<file path="config.mk">
export PLATFORM = sky130hd
export DESIGN_NAME = vend_dispenser
export DESIGN_NICKNAME = d
export VERILOG_FILES = /design/src/rtl/vend_pkg.sv /design/src/rtl/vend_req_fifo.sv /design/src/rtl/vend_dispenser.sv
export SDC_FILE = /design/constraint.sdc
export NUM_CORES = 1
export LEC_CHECK = 0
export ABC_AREA = 1
export BUFFER_PORTS_ARGS = -buffer_cell sky130_fd_sc_hd__buf_2
export CAP_MARGIN = 20
export CORE_UTILIZATION = 39
export DETAILED_ROUTE_END_ITERATION = 16
export PLACE_DENSITY = 0.54
export SKIP_LAST_GASP = 1
export SLEW_MARGIN = 20
export SYNTH_ARGS = -nofsm -noshare
export SYNTH_HDL_FRONTEND = slang
export SYNTH_HIERARCHICAL = 1
export SYNTH_SLANG_ARGS = --single-unit
</file>
<file path="constraint.sdc">
create_clock -name clk -period 2.9 [get_ports clk]
set_input_delay 0.435 -clock clk [delete_from_list [all_inputs] [get_ports clk]]
set_output_delay 0.435 -clock clk [all_outputs]
set_load 0.01 [all_outputs]
</file>
<file path="src/rtl/vend_pkg.sv">
// Shared definitions for the vending FSM and its dispenser back end:
// change codes, dispenser state encoding and the coin/product action plan.
package vend_pkg;

  localparam logic [1:0] CHG_NONE = 2'b00;
  localparam logic [1:0] CHG_5    = 2'b01;
  localparam logic [1:0] CHG_10   = 2'b10;
  localparam logic [1:0] CHG_RSVD = 2'b11;

  typedef enum logic [1:0] {
    ST_IDLE  = 2'd0,
    ST_PULSE = 2'd1,
    ST_GAP   = 2'd2
  } state_t;

  typedef enum logic [1:0] {
    ACT_NONE = 2'd0,
    ACT_PROD = 2'd1,
    ACT_C5   = 2'd2,
    ACT_C10  = 2'd3
  } act_t;

  // Remaining work for the request in service, taken in the order prod, c10, c5.
  typedef struct packed {
    logic       prod;
    logic       c10;
    logic [1:0] c5;
  } plan_t;

  // A 10-unit coin owed while the 10-unit tube is empty is paid as two 5-unit coins.
  // The reserved code yields no coins; the caller flags it.
  function automatic plan_t build_plan(input logic prod, input logic [1:0] chg,
                                       input logic coin10_empty);
    plan_t p;
    p.prod = prod;
    p.c10  = 1'b0;
    p.c5   = 2'd0;
    case (chg)
      CHG_5:   p.c5 = 2'd1;
      CHG_10: begin
        if (coin10_empty) p.c5  = 2'd2;
        else              p.c10 = 1'b1;
      end
      default: ;
    endcase
    return p;
  endfunction

endpackage

</file>
<file path="src/rtl/vend_req_fifo.sv">
// Request queue between the single-cycle FSM strobes and the slow dispenser.
// A push while full is only taken when a pop frees a slot in the same cycle.
module vend_req_fifo #(
  parameter int DEPTH = 4,
  parameter int WIDTH = 3
) (
  input  logic             clk,
  input  logic             rst,
  input  logic             push,
  input  logic             pop,
  input  logic [WIDTH-1:0] wr_data,
  output logic [WIDTH-1:0] rd_data,
  output logic             full,
  output logic             empty
);

  localparam int AW = $clog2(DEPTH);

  logic [WIDTH-1:0] mem [DEPTH];
  logic [AW:0]      wr_ptr;
  logic [AW:0]      rd_ptr;
  logic             do_push;
  logic             do_pop;

  assign empty   = (wr_ptr == rd_ptr);
  assign full    = (wr_ptr[AW] != rd_ptr[AW]) && (wr_ptr[AW-1:0] == rd_ptr[AW-1:0]);
  assign do_pop  = pop & ~empty;
  assign do_push = push & (~full | do_pop);
  assign rd_data = mem[rd_ptr[AW-1:0]];

  // Pointer update; the extra top bit separates full from empty.
  always_ff @(posedge clk) begin
    if (!rst) begin
      wr_ptr <= '0;
      rd_ptr <= '0;
    end else begin
      if (do_push) wr_ptr <= wr_ptr + (AW+1)'(1);
      if (do_pop)  rd_ptr <= rd_ptr + (AW+1)'(1);
    end
  end

  // Storage needs no reset: entries are only read after being written.
  always_ff @(posedge clk) begin
    if (do_push) mem[wr_ptr[AW-1:0]] <= wr_data;
  end

endmodule

</file>
<file path="src/rtl/vend_dispenser.sv">
// Dispenser back end: queues product/change requests and plays them out as
// timed solenoid pulses, one solenoid at a time.
//
//  state    | meaning
//  ---------+-----------------------------------------------------------
//  ST_IDLE  | nothing in service; pops the queue head when available
//  ST_PULSE | current action's solenoid is being driven
//  ST_GAP   | mechanical settle time before the next action or IDLE
//
// Solenoid outputs are a registered decode of the state/action pair, so they
// trail the state by one cycle: a request strobed at edge E0 is popped at E0+1
// and its first solenoid rises at E0+2.
module vend_dispenser
  import vend_pkg::*;
#(
  parameter int DEPTH     = 4,
  parameter int PULSE_CYC = 4,
  parameter int GAP_CYC   = 2
) (
  input  logic       clk,
  input  logic       rst,
  input  logic       vend_out,
  input  logic [1:0] vend_change,
  input  logic       coin5_empty,
  input  logic       coin10_empty,
  output logic       prod_sol,
  output logic       coin5_sol,
  output logic       coin10_sol,
  output logic       busy,
  output logic       overflow,
  output logic       fault
);

  localparam int CNT_MAX = (PULSE_CYC > GAP_CYC) ? PULSE_CYC : GAP_CYC;
  localparam int CNT_W   = $clog2(CNT_MAX) + 1;
  localparam logic [CNT_W-1:0] PULSE_LD = CNT_W'(PULSE_CYC - 1);
  localparam logic [CNT_W-1:0] GAP_LD   = CNT_W'(GAP_CYC - 1);

  state_t           state, state_nx;
  act_t             act, act_nx;
  plan_t            cur, cur_nx, src;
  logic [CNT_W-1:0] cnt, cnt_nx;

  logic       push, pop, full, empty, launch, fault_set, overflow_set;
  logic [2:0] rd_data;

  assign push         = vend_out | (vend_change != CHG_NONE);
  assign overflow_set = push & full & ~pop;
  assign busy         = ~empty | (state != ST_IDLE);

  vend_req_fifo #(.DEPTH(DEPTH), .WIDTH(3)) u_fifo (
    .clk     (clk),
    .rst     (rst),
    .push    (push),
    .pop     (pop),
    .wr_data ({vend_out, vend_change}),
    .rd_data (rd_data),
    .full    (full),
    .empty   (empty)
  );

  // Next state: pulse/gap timing, queue pop, and choosing the next action.
  always_comb begin
    state_nx  = state;
    act_nx    = act;
    cur_nx    = cur;
    cnt_nx    = cnt;
    src       = cur;
    pop       = 1'b0;
    launch    = 1'b0;
    fault_set = 1'b0;

    case (state)
      ST_IDLE: begin
        if (!empty) begin
          pop    = 1'b1;
          launch = 1'b1;
          src    = build_plan(rd_data[2], rd_data[1:0], coin10_empty);
          if (rd_data[1:0] == CHG_RSVD) fault_set = 1'b1;
        end
      end
      ST_PULSE: begin
        if (cnt == '0) begin
          state_nx = ST_GAP;
          act_nx   = ACT_NONE;
          cnt_nx   = GAP_LD;
        end else begin
          cnt_nx = cnt - CNT_W'(1);
        end
      end
      ST_GAP: begin
        if (cnt == '0) launch = 1'b1;
        else           cnt_nx = cnt - CNT_W'(1);
      end
      default: state_nx = ST_IDLE;
    endcase

    // Start the next pending action; 5-unit coins owed with an empty tube are
    // written off (all of them, since the tube level cannot change mid-cycle).
    if (launch) begin
      cur_nx   = src;
      state_nx = ST_IDLE;
      act_nx   = ACT_NONE;
      if (src.prod) begin
        cur_nx.prod = 1'b0;
        act_nx      = ACT_PROD;
        state_nx    = ST_PULSE;
        cnt_nx      = PULSE_LD;
      end else if (src.c10) begin
        cur_nx.c10 = 1'b0;
        act_nx     = ACT_C10;
        state_nx   = ST_PULSE;
        cnt_nx     = PULSE_LD;
      end else if (src.c5 != 2'd0) begin
        if (coin5_empty) begin
          cur_nx.c5 = 2'd0;
          fault_set = 1'b1;
        end else begin
          cur_nx.c5 = src.c5 - 2'd1;
          act_nx    = ACT_C5;
          state_nx  = ST_PULSE;
          cnt_nx    = PULSE_LD;
        end
      end
    end
  end

  // State, sticky flags and registered solenoid drive.
  always_ff @(posedge clk) begin
    if (!rst) begin
      state      <= ST_IDLE;
      act        <= ACT_NONE;
      cur        <= '0;
      cnt        <= '0;
      overflow   <= 1'b0;
      fault      <= 1'b0;
      prod_sol   <= 1'b0;
      coin5_sol  <= 1'b0;
      coin10_sol <= 1'b0;
    end else begin
      state      <= state_nx;
      act        <= act_nx;
      cur        <= cur_nx;
      cnt        <= cnt_nx;
      if (overflow_set) overflow <= 1'b1;
      if (fault_set)    fault    <= 1'b1;
      prod_sol   <= (state == ST_PULSE) && (act == ACT_PROD);
      coin5_sol  <= (state == ST_PULSE) && (act == ACT_C5);
      coin10_sol <= (state == ST_PULSE) && (act == ACT_C10);
    end
  end

endmodule

</file>
==> out/results.ini <==
[clocking]
clock_latency_ps=290
clock-root-buffer=clkbuf_8
htree_levels=2
postCtsHoldBufs=0
cts.reportedPaths.clkPinSlew_ps=80
cts_made_buffers=5
cts_buffer_depth=2
cts_tree=done
post-cts-setup-buffers=0
clock-sinks=35
post_cts_resize_count=0

[sta]
slew_headroom_pct=77.4
layout_setup_ws_ps=365
fmax_ghz=0.395
skew_ps=6.73
rsz0062_at_grt=false
tns_ps=0
hold_violations=0
finalCriticalPeriod_ps=2530
slew_violations=0
fin_crit_sh_pct=87.4
tightest_slew_ps=338
setup_viol=0

[synthesis]
yosysSeqAreaShare_pct=43.7
synthFlopType=dfxtp_1
synth.cell_area_um2=1880
postSynthAreaPerCell_um2=7.73
synth_warnings=6
netlist.area_leader.share_pct=24.5
synth-seq-cells=35
async_flop_share_pct=0
synthesis.nets=265
synth.largest_area_cell=dfxtp_1
synth_edf_count=12
synth.distinct_cells=25
syn_inst=243
synth_area_leaders=dfxtp_1 (25%), edfxtp_1 (19%), nand2_1 (10%), ha_1 (10%), inv_1 (8.8%)

[drt]
postRouteAntennaNets=0
wl_per_cell_um=11.2
vias=1484
drc=0
detail_route.vias_per_cell=4.73
wl_um=3530
drtIter0Drc=73
first_pass_iters=4

[place]
place.gp.congestion=0.738
dp_hpwl_um=2670
pre_cts_slack_ps=377
dp_cells=306
io_buffers=12

[cells_and_area]
fillers=458
final_cells=314
antenna_cells=0
final_common_cell=nand2_1
layout_common_cells=nand2_1 (52), inv_1 (44), nor2_1 (28), dfxtp_1 (23), nand3_1 (17)
finalCoreUtilization_pct=46.3
drive_above_1_share_pct=11.1
nNetsFinal=283
syn_to_final_growth_pct=11.0

[power_and_ir_drop]
power.density_nw_per_um2=1090
leakagePower_nw=0.987
ir_worst_vdd_uv=516

[worst_setup_path]
crit_type=reg2reg
cp_max_fo=7
worstSetupStartpointType=register
critPathArrivalTime_ps=2760
cp_data_required_time_ps=3120
critPathCaptureType=register

[hold_path]
hold_start=vend_change[0]
min-delay-path-class=in2reg

[global_routing]
track_usage_pct=15.2
antenna_found_initial=0
grt_pass1_vias=1300
overflow=0
grt_pass1_wl_um=5950
grt_max_degree=14

[floorplan]
dieWidth_um=71.4
ios=13
die_h_um=71.4
start_util_pct=41.7
core_area_um2=4500
die_area_um2=5100
row_count=24

[outcome]
status=finished clean

[job]
maxCapViolCount=0

[power breakdown]
| part | switching, W | internal (W) |
|---|---|---|
| sequential | 0.0000713 | 0.000617 |
| combinational | 0.000793 | 0.000423 |
| clock | 0.000191 | 0.000172 |
| total | 0.00106 | 0.00121 |
[synthesized netlist by cell type (3+ instances only)]
cell / count
nand2_1: 52
edfxtp_1: 12
dfxtp_1: 23
o21ai_0: 14
inv_1: 44
o22ai_1: 3
nor2_1: 28
nand2_2: 4
nand3_1: 17
a21oi_1: 14
ha_1: 15
[path summary, 6_finish.rpt]
kind | slack, ps | cells past startpoint | end
worst max-delay path | 370 | 13 | state[0]
worst min-delay path | 380 | 1 | u_fifo/mem[0][0]
worst max register to register | 370 | 13 | state[0]
worst min register to register | 450 | 1 | coin5_sol
[through the flow]
step                hold slack, ps  cell area (µm²)  power [W]
global route                   386             2090    0.00252
detailed placement             443             1990    0.00190
finish                         380             2090    0.00227
CTS                            378             2090    0.00228
global placement               442             1990    0.00191
floorplan                      414             1880    0.00168
[flip-flops by register name, indices dropped and copies added, names as in the netlist, named ones only]
signal and flops:
coin5_sol 1, cnt 3, u_fifo/mem 12, state 2
u_fifo/rd_ptr 3, fault 1, overflow 1, act 2
u_fifo/wr_ptr 3, prod_sol 1, cur 3, coin10_sol 1
[metal layers]
metal  track usage [%]  part of all wire (%)  vias to the layer above
met5                 0                     0                        -
met3              3.38                   3.4                        2
met4              5.33                  0.42                        0
li1                  -                     -                      803
met1              23.4                    58                      655
met2              20.6                    38                       24
[kinds of logic (layout without fill, tap and decap cells)]
family / after synthesis / in the layout / share of synthesized area, %
AND/OR/NAND/NOR: 110 / 110 / 25.7
buffers and inverters: 46 / 65 / 9.59
flip-flops: 35 / 35 / 43.7
AO/OA/AOI/OAI: 34 / 34 / 9.65
adder cells (fa/ha/maj): 15 / 15 / 9.99
XOR/XNOR: 3 / 3 / 1.40
[critical path: stages, from the launching register on]
cell,delay [ps]
dfxtp_1,360
inv_1,150
o21ai_0,100
o22ai_1,220
inv_1,80
ha_1,280
nand3b_1,150
o21ai_0,200
inv_1,80
ha_1,190
or2_2,310
nand3_1,110
nand2_1,100
a21oi_1,140
[final cells by class]
class	count	area (µm²)	area share [%]
repair buffers	12	60.1	2.88
clock buffers	5	68.8	3.30
inverters	45	169	8.10
clock inverters	3	23.8	1.14
multi-input cells	162	878	42.1
flip-flops and latches	35	821	39.4
well taps	52	65.1	3.12
Note: power is estimated with default switching activity, not from simulation.
